### config.mk
export PLATFORM = sky130hd
export DESIGN_NAME = trace_arbiter
export DESIGN_NICKNAME = d
export VERILOG_FILES = /design/src/rtl/trace_arbiter.sv
export SDC_FILE = /design/constraint.sdc
export NUM_CORES = 1
export LEC_CHECK = 0
export ABC_AREA = 1
export CAP_MARGIN = 20
export CORE_MARGIN = 8
export CORE_UTILIZATION = 51
export CTS_CLUSTER_SIZE = 20
export DETAILED_ROUTE_END_ITERATION = 12
export DONT_BUFFER_PORTS = 1
export PLACE_DENSITY = 0.7
export SKIP_CTS_REPAIR_TIMING = 1
export SLEW_MARGIN = 30
export SYNTH_ARGS = -nofsm -noshare
export SYNTH_HDL_FRONTEND = slang
export SYNTH_SLANG_ARGS = --single-unit
### constraint.sdc
create_clock -name clk -period 22.3 [get_ports clk]
set_input_delay 2.23 -clock clk [delete_from_list [all_inputs] [get_ports clk]]
set_output_delay 2.23 -clock clk [all_outputs]
set_load 0.01 [all_outputs]
### src/rtl/trace_arbiter.sv
// trace_arbiter: capture controller and round-robin arbiter in front of the
// trace buffer write port. Each source owns a one-entry holding register; one
// held word per cycle is granted and written out through a registered port.
//
// Handshake: wr_all[i] is a fire-and-forget strobe with no backpressure. The
// word is taken when the holding register is empty or is being granted that
// cycle, otherwise it is lost and counted in drop_cnt. On the buffer side
// wr_en is a one-cycle write strobe qualified by dout/src_id, and tb_rd is a
// one-cycle read strobe that frees a slot.
module trace_arbiter #(
    parameter int Fpay     = 32,
    parameter int SRC_NUM  = 5,
    parameter int TB_Depth = 512,
    localparam int SIw     = (SRC_NUM > 1) ? $clog2(SRC_NUM) : 1,
    localparam int Cw      = $clog2(TB_Depth) + 1
) (
    input  logic                    clk,
    input  logic                    reset,
    input  logic [SRC_NUM*Fpay-1:0] din_all,
    input  logic [SRC_NUM-1:0]      wr_all,
    input  logic [SRC_NUM-1:0]      ip_select,
    input  logic                    arm,
    input  logic                    stop,
    input  logic                    tb_rd,
    output logic                    wr_en,
    output logic [Fpay-1:0]         dout,
    output logic [SIw-1:0]          src_id,
    output logic [1:0]              state,
    output logic [Cw-1:0]           tb_count,
    output logic                    full,
    output logic [15:0]             drop_cnt
);

    typedef enum logic [1:0] {
        IDLE    = 2'd0,
        CAPTURE = 2'd1,
        DRAIN   = 2'd2
    } state_t;

    state_t              state_q, state_d;
    logic                capture_en, arb_en, arm_start;

    logic [SRC_NUM-1:0]  valid_q;
    logic [Fpay-1:0]     hold_q [SRC_NUM];
    logic [SIw-1:0]      last_grant_q;

    logic                grant;
    logic [SIw-1:0]      winner;
    logic [SRC_NUM-1:0]  granted_vec;
    logic [Fpay-1:0]     grant_data;
    logic                room;
    logic [Cw:0]         occ_after;

    logic [SRC_NUM-1:0]  load_req, load_ok, drop_vec;
    logic [16:0]         drop_sum;
    logic [15:0]         drop_next;
    logic                rd_ok;

    assign state = state_q;
    assign full  = (tb_count == Cw'(TB_Depth));

    // State register
    always_ff @(posedge clk or posedge reset) begin
        if (reset) state_q <= IDLE;
        else       state_q <= state_d;
    end

    // Next-state logic: arm only acts from IDLE, stop only from CAPTURE
    always_comb begin
        state_d = state_q;
        case (state_q)
            IDLE:    if (arm)  state_d = CAPTURE;
            CAPTURE: if (stop) state_d = DRAIN;
            DRAIN:   if (valid_q == '0 && !grant) state_d = IDLE;
            default: state_d = IDLE;
        endcase
    end

    // State decode: loads only in CAPTURE, grants in CAPTURE and DRAIN
    always_comb begin
        capture_en = 1'b0;
        arb_en     = 1'b0;
        arm_start  = 1'b0;
        case (state_q)
            IDLE:    arm_start = arm;
            CAPTURE: begin
                capture_en = 1'b1;
                arb_en     = 1'b1;
            end
            DRAIN:   arb_en = 1'b1;
            default: ;
        endcase
    end

    // Round-robin pick: first valid source after the last winner, gated by
    // free space counting the write already in flight
    always_comb begin
        int idx;
        idx        = 0;
        grant      = 1'b0;
        winner     = '0;
        occ_after  = {1'b0, tb_count} + {{Cw{1'b0}}, wr_en};
        room       = (occ_after < (Cw+1)'(TB_Depth));
        for (int k = 1; k <= SRC_NUM; k++) begin
            idx = (int'(last_grant_q) + k) % SRC_NUM;
            if (!grant && valid_q[idx]) begin
                grant  = 1'b1;
                winner = SIw'(idx);
            end
        end
        if (!arb_en || !room) grant = 1'b0;
        granted_vec = '0;
        grant_data  = '0;
        for (int i = 0; i < SRC_NUM; i++) begin
            if (winner == SIw'(i)) begin
                granted_vec[i] = grant;
                grant_data     = hold_q[i];
            end
        end
    end

    // Load acceptance and drop accounting; a granted slot may be refilled
    always_comb begin
        load_req = wr_all & ip_select & {SRC_NUM{capture_en}};
        load_ok  = load_req & (~valid_q | granted_vec);
        drop_vec = load_req & ~load_ok;
        drop_sum = {1'b0, drop_cnt};
        for (int i = 0; i < SRC_NUM; i++) begin
            drop_sum = drop_sum + 17'(drop_vec[i]);
        end
        drop_next = drop_sum[16] ? 16'hFFFF : drop_sum[15:0];
        rd_ok     = tb_rd && (tb_count != '0);
    end

    // Holding registers: new word wins over a same-cycle grant
    always_ff @(posedge clk or posedge reset) begin
        if (reset) begin
            valid_q <= '0;
            for (int i = 0; i < SRC_NUM; i++) hold_q[i] <= '0;
        end else if (arm_start) begin
            valid_q <= '0;
        end else begin
            for (int i = 0; i < SRC_NUM; i++) begin
                if (load_ok[i]) begin
                    valid_q[i] <= 1'b1;
                    hold_q[i]  <= din_all[i*Fpay +: Fpay];
                end else if (granted_vec[i]) begin
                    valid_q[i] <= 1'b0;
                end
            end
        end
    end

    // Registered write port and round-robin pointer
    always_ff @(posedge clk or posedge reset) begin
        if (reset) begin
            wr_en        <= 1'b0;
            dout         <= '0;
            src_id       <= '0;
            last_grant_q <= SIw'(SRC_NUM - 1);
        end else begin
            wr_en <= grant;
            if (grant) begin
                dout         <= grant_data;
                src_id       <= winner;
                last_grant_q <= winner;
            end
        end
    end

    // Buffer occupancy mirror; reads of an empty buffer are ignored
    always_ff @(posedge clk or posedge reset) begin
        if (reset) tb_count <= '0;
        else       tb_count <= tb_count + Cw'(wr_en) - Cw'(rd_ok);
    end

    // Lost-word counter, cleared when a new capture is armed
    always_ff @(posedge clk or posedge reset) begin
        if (reset)          drop_cnt <= '0;
        else if (arm_start) drop_cnt <= '0;
        else                drop_cnt <= drop_next;
    end

endmodule

# Word level (Yosys, flattened, before mapping)
# Cells that the tools add are included.
# word_totals
reg_bits	232
romBits	0
out_inout_bits	65
in_bits	175
mem_bits_rw	0
mem_count	0
latchBits	0
# op_classes
muxes	56
mul	0
bitwise_logic	8
n_eq_ne	10
shifts	0
addsub	13
n_reduce_logical	30
div	5
order_cmp	6
# ops
cell	n
32-bit by 5-bit less-than comparator with 1-bit output, second input constant	5
32-bit by 4-bit modulo with 32-bit output, second input constant	5
32-bit two-way mux	5
17-bit by 1-bit adder with 17-bit output	4
1-bit two-way mux	34
16-bit two-way mux	2
5-bit bitwise AND	4
16-bit by 1-bit adder with 17-bit output	1
1-bit binary-select mux with 3-bit select	5
3-bit two-way mux	5
3-bit nonzero test	5
10-bit by 1-bit adder with 11-bit output	1
11-bit by 10-bit less-than comparator with 1-bit output, second input constant	1
10-bit by 1-bit adder with 10-bit output	1
10-bit == test, second input constant	1
5-bit NOT	2
2-bit AND reduction	5
10-bit nonzero test	1
10-bit by 1-bit subtractor with 10-bit output	1
3-bit by 2-bit adder with 4-bit output, second input constant	2
3-bit by 3-bit adder with 4-bit output, second input constant	2
1-bit logical NOT	7
3-bit by 2-bit == test with 1-bit output, second input constant	2
1-bit logical AND	6
other kinds (17)	21

# Logic depth before layout (Yosys ltp)
# depth
depth_word	31
ltp_mapped	44
depth_no_buf	43

# Worst setup path after synthesis
# Ideal clock, no wire load.
# synth_timing
path_kind	reg-to-reg
startpoint	register, netlist name src_id[0]
endpoint	register drop_cnt[13]
slack_ns	15.640
period_less_slack_ns	6.660
setup_ns	0.120
stages_incl_launch_ff	40
t_arrival_ns	6.541
cell_sequence	dfrtp_1 -> clkbuf_1 -> inv_1 -> ha_1 -> a21oi_2 -> xor2_1 -> ha_1 -> fa_1 -> nand3_2 -> xor2_1 -> inv_1 -> nand2_1 -> nand3_1 -> nand3_1 -> nand2_1 -> inv_1 -> nand3_2 -> nor2_4 -> [... 4 more ...] -> nand3_1 -> nand2_2 -> buf_2 -> nor2_1 -> fa_1 -> fa_1 -> ha_1 -> fa_1 -> a21oi_1 -> nor3_1 -> nand3_1 -> nor2_1 -> inv_1 -> nor2_1 -> inv_1 -> o41ai_1 -> o21ai_0 -> inv_1
# synth_rtl
element	line	rtl
end signal, assigned	181	else drop_cnt <= drop_next;
end, declared	31	output logic [15:0] drop_cnt

==> impl_metrics.xml <==
<?xml version="1.0" encoding="UTF-8"?>
<metrics>
  <group name="clock_tree">
    <metric name="cts_root_buf" unit="">sky130_fd_sc_hd__clkbuf_16</metric>
    <metric name="cts_buffers" unit="">26</metric>
    <metric name="cts_tree" unit="">yes</metric>
    <metric name="clock_path_buffers" unit="">3</metric>
    <metric name="cts-htree-levels" unit="">1</metric>
    <metric name="clk_transition_reported_paths" unit="ns">0.06</metric>
    <metric name="clkLatencyLatePin" unit="ns">0.53</metric>
    <metric name="cts.sinks" unit="">230</metric>
  </group>
  <group name="sta">
    <metric name="unrepaired_setup_endpoints_after_global_routing" unit="">false</metric>
    <metric name="worst_slew_pin_slew" unit="ns">0.988</metric>
    <metric name="maxSlewHeadroom" unit="%">34.0</metric>
    <metric name="clock_skew" unit="ns">0.0136</metric>
    <metric name="max_freq" unit="MHz">113</metric>
    <metric name="report.final.setup_viol" unit="">0</metric>
    <metric name="post-route-min-period" unit="ns">8.82</metric>
    <metric name="final_slew_viol_count" unit="">0</metric>
    <metric name="tns" unit="ns">0</metric>
    <metric name="hold_viol" unit="">0</metric>
    <metric name="final_min_period_over_clock_period" unit="%">39.5</metric>
  </group>
  <group name="layout">
    <metric name="final.fill_count" unit="">2372</metric>
    <metric name="area.sequential" unit="mm^2">0.00576</metric>
    <metric name="layout-area-overhead-vs-synth" unit="%">7.03</metric>
    <metric name="design.final.nets" unit="">1864</metric>
    <metric name="drive_gt1_share" unit="%">6.03</metric>
    <metric name="multi_input_area" unit="mm^2">0.00625</metric>
  </group>
  <group name="drt">
    <metric name="avgViaCountPerCell" unit="">5.64</metric>
    <metric name="detail_route.first_pass.iterations" unit="">5</metric>
    <metric name="wl_per_cell" unit="um">19.0</metric>
    <metric name="drtAntennaViolNets" unit="">0</metric>
    <metric name="drt-total-wl" unit="mm">37.6</metric>
    <metric name="drc" unit="">0</metric>
    <metric name="vias" unit="">11164</metric>
    <metric name="drt_first_iter_violations" unit="">924</metric>
  </group>
  <group name="placement">
    <metric name="place_hpwl" unit="mm">25.6</metric>
    <metric name="numPortBuffers" unit="">0</metric>
    <metric name="routabilityCongestion" unit="">0.878</metric>
  </group>
  <group name="critical_path">
    <metric name="timing_worst_setup_path_type" unit="">reg2reg</metric>
    <metric name="setup.worst_path.start_class" unit="">flip-flop</metric>
    <metric name="cp_common_cell" unit="">sky130_fd_sc_hd__nand2_1</metric>
    <metric name="critPathRequiredTime" unit="ns">22.72</metric>
    <metric name="critical-path-slowest-cell" unit="">sky130_fd_sc_hd__dfrtp_1</metric>
    <metric name="worstReg2RegStart" unit="">src_id[0]</metric>
    <metric name="worst_setup_path_startpoint" unit="">src_id[0]</metric>
    <metric name="regToRegSetupSlack" unit="ns">13.48</metric>
    <metric name="crit_path_max_incr_delay" unit="ns">0.86</metric>
    <metric name="worst-endpoint-arrival" unit="ns">9.24</metric>
    <metric name="r2r-end" unit="">drop_cnt[13]</metric>
    <metric name="cells_on_worst_reg2reg_path" unit="">37</metric>
    <metric name="critical_path_end_type" unit="">flip-flop</metric>
    <metric name="path_max_fanout" unit="">36</metric>
  </group>
  <group name="run_status">
    <metric name="run_status" unit="">complete, no violations</metric>
  </group>
  <group name="yosys">
    <metric name="postSynthAreaPerCell" unit="um^2">7.64</metric>
    <metric name="synth.yosys.warnings" unit="">0</metric>
    <metric name="synth_ff_type" unit="">sky130_fd_sc_hd__dfrtp_1</metric>
    <metric name="synth_sequential_area_ratio" unit="%">44.8</metric>
    <metric name="async_flop_share" unit="%">100</metric>
    <metric name="syn_inst" unit="">1684</metric>
    <metric name="syn_nets" unit="">1921</metric>
    <metric name="postSynthRegisterBits" unit="">230</metric>
    <metric name="post_synth_num_cell_types" unit="">44</metric>
    <metric name="syn_area" unit="mm^2">0.0129</metric>
    <metric name="synth_enable_flop_cells" unit="">0</metric>
  </group>
  <group name="floorplan">
    <metric name="die_width" unit="um">175</metric>
    <metric name="initial_utilization" unit="%">51.5</metric>
    <metric name="rows" unit="">58</metric>
    <metric name="die_h" unit="um">175</metric>
    <metric name="floorplan.die_area" unit="mm^2">0.0306</metric>
    <metric name="floorplan.core_area" unit="mm^2">0.0250</metric>
    <metric name="io_pins" unit="">240</metric>
  </group>
  <group name="global_routing">
    <metric name="first_pass_grt_wire_length" unit="mm">60.1</metric>
    <metric name="grt_pass1_vias" unit="">11063</metric>
    <metric name="grtUsageTotal" unit="%">24.2</metric>
    <metric name="antenna_found_initial" unit="">6</metric>
    <metric name="largest_net_degree_at_the_start_of_global_routing" unit="">117</metric>
    <metric name="globalRouteOverflowTotal" unit="">0</metric>
  </group>
  <group name="min_path">
    <metric name="classification_of_the_worst_slack_hold_path" unit="">reg2reg</metric>
    <metric name="timing.hold.worst.start" unit="">hold_q[90]</metric>
    <metric name="whs_path_depth" unit="">2</metric>
    <metric name="whs_endpoint" unit="">hold_q[90]</metric>
  </group>
  <group name="flow_run">
    <metric name="max_cap_viol_count" unit="">0</metric>
  </group>
</metrics>
-- flip-flops by register name, summed over array words and instances, names as in the netlist --
signal / flops
hold_q: 160
dout: 32
drop_cnt: 16
tb_count: 10
valid_q: 5
src_id: 3
state: 2
last_grant_q: 1
wr_en: 1
-- critical path: cells and delay by family (launching register included) --
| kind | cells | cell delay (ns) |
|---|---|---|
| and+or+nand+nor | 20 | 3.61 |
| buffers and inverters | 5 | 0.57 |
| adders and majority gates | 7 | 2.64 |
| AOI/OAI and AO/OA | 4 | 0.72 |
| DFF | 1 | 0.86 |
| xor gates and xnor gates | 1 | 0.29 |
-- how the worst max path moves through the flow --
stage / end / slack [ns] / depth (start not counted)
floorplan: dout[0] / 13.77 / 1
global placement: drop_cnt[13] / 13.77 / 36
detailed placement: drop_cnt[13] / 13.52 / 36
CTS: drop_cnt[13] / 13.48 / 37
global route: drop_cnt[13] / 12.65 / 37
finish: drop_cnt[13] / 13.48 / 37
-- cell usage in the layout (no fill, tap or decap), types with 6 or more instances in the layout --
cell / Yosys / layout
sky130_fd_sc_hd__ha_1: 57 / 57
sky130_fd_sc_hd__inv_1: 111 / 110
sky130_fd_sc_hd__a21oi_1: 26 / 26
sky130_fd_sc_hd__nand3_1: 317 / 317
sky130_fd_sc_hd__o21ai_0: 18 / 18
sky130_fd_sc_hd__nor2_4: 3 / 8
sky130_fd_sc_hd__inv_2: 8 / 8
sky130_fd_sc_hd__buf_4: 8 / 6
sky130_fd_sc_hd__xor2_1: 16 / 16
sky130_fd_sc_hd__xnor2_1: 7 / 7
sky130_fd_sc_hd__o21ai_1: 8 / 8
sky130_fd_sc_hd__nand2_1: 573 / 573
sky130_fd_sc_hd__diode_2: 0 / 6
sky130_fd_sc_hd__dfrtp_1: 229 / 229
sky130_fd_sc_hd__nor2_1: 110 / 105
sky130_fd_sc_hd__nand2_2: 17 / 17
sky130_fd_sc_hd__clkbuf_1: 32 / 6
sky130_fd_sc_hd__nand3_2: 6 / 6
sky130_fd_sc_hd__nand4_1: 41 / 41
sky130_fd_sc_hd__clkbuf_16: 0 / 27
-- cell families (layout without fill, tap and decap cells) --
group / after synthesis / after routing / share of synthesized area [%]
and+or+nand+nor: 1082 / 1082 / 36.8
DFF: 230 / 230 / 44.8
buffers and inverters: 211 / 170 / 7.05
AOI/OAI and AO/OA: 75 / 75 / 3.39
adders and majority gates: 62 / 62 / 6.32
xor gates and xnor gates: 24 / 24 / 1.69
other: 0 / 6 / 0
-- per-stage QoR --
step	instances	setup WS, ns	util, %	hold slack [ns]	area [um^2]
floorplan	1684	13.77	-	0.437	12900
global placement	1929	13.77	51.8	0.454	12900
global route	1979	12.65	55.1	0.489	13800
finish	1979	13.48	55.1	0.471	13800
detailed placement	1929	13.52	51.8	0.457	12900
CTS	1973	13.48	55.1	0.472	13800
-- layer usage --
metal  global-route usage [%]  vias to the layer above  share of wire (%)
met2                     38.4                      388                 46
li1                         -                     5323                  -
met5                        0                        -                  0
met1                     31.2                     5379                 42
met4                     9.50                        0                3.6
met3                     6.63                       74                8.4
-- synthesized netlist by cell type (4+ instances only) --
| cell type | number | area (um^2) |
|---|---|---|
| sky130_fd_sc_hd__nand2_1 | 573 | 2150 |
| sky130_fd_sc_hd__nand3_1 | 317 | 1590 |
| sky130_fd_sc_hd__dfrtp_1 | 229 | 5730 |
| sky130_fd_sc_hd__inv_1 | 111 | 417 |
| sky130_fd_sc_hd__nor2_1 | 110 | 413 |
| sky130_fd_sc_hd__ha_1 | 57 | 713 |
| sky130_fd_sc_hd__nand4_1 | 41 | 257 |
| sky130_fd_sc_hd__buf_2 | 36 | 180 |
| sky130_fd_sc_hd__clkbuf_1 | 32 | 120 |
| sky130_fd_sc_hd__a21oi_1 | 26 | 130 |
| sky130_fd_sc_hd__o21ai_0 | 18 | 90.1 |
| sky130_fd_sc_hd__nand2_2 | 17 | 106 |
| sky130_fd_sc_hd__xor2_1 | 16 | 140 |
| sky130_fd_sc_hd__buf_1 | 10 | 37.5 |
| sky130_fd_sc_hd__buf_4 | 8 | 60.1 |
| sky130_fd_sc_hd__inv_2 | 8 | 30.0 |
| sky130_fd_sc_hd__o21ai_1 | 8 | 40.0 |
| sky130_fd_sc_hd__xnor2_1 | 7 | 61.3 |
| sky130_fd_sc_hd__nand3_2 | 6 | 60.1 |
| sky130_fd_sc_hd__buf_6 | 5 | 56.3 |
| sky130_fd_sc_hd__fa_1 | 5 | 100 |
| sky130_fd_sc_hd__a31oi_1 | 4 | 25.0 |
| sky130_fd_sc_hd__nand2_4 | 4 | 45.0 |
-- final cells by class --
class | instances | area share [%]
Sequential cell | 230 | 41.8
Tap cell | 330 | 3.00
Antenna cell | 6 | 0.109
Clock buffer | 38 | 5.57
Inverter | 120 | 3.34
Multi-Input combinational cell | 1243 | 45.4
Clock inverter | 6 | 0.400
Timing Repair Buffer | 6 | 0.327
Power is not shown: default switching activity piles up to over one toggle a cycle in this logic, so the estimate is an artifact.
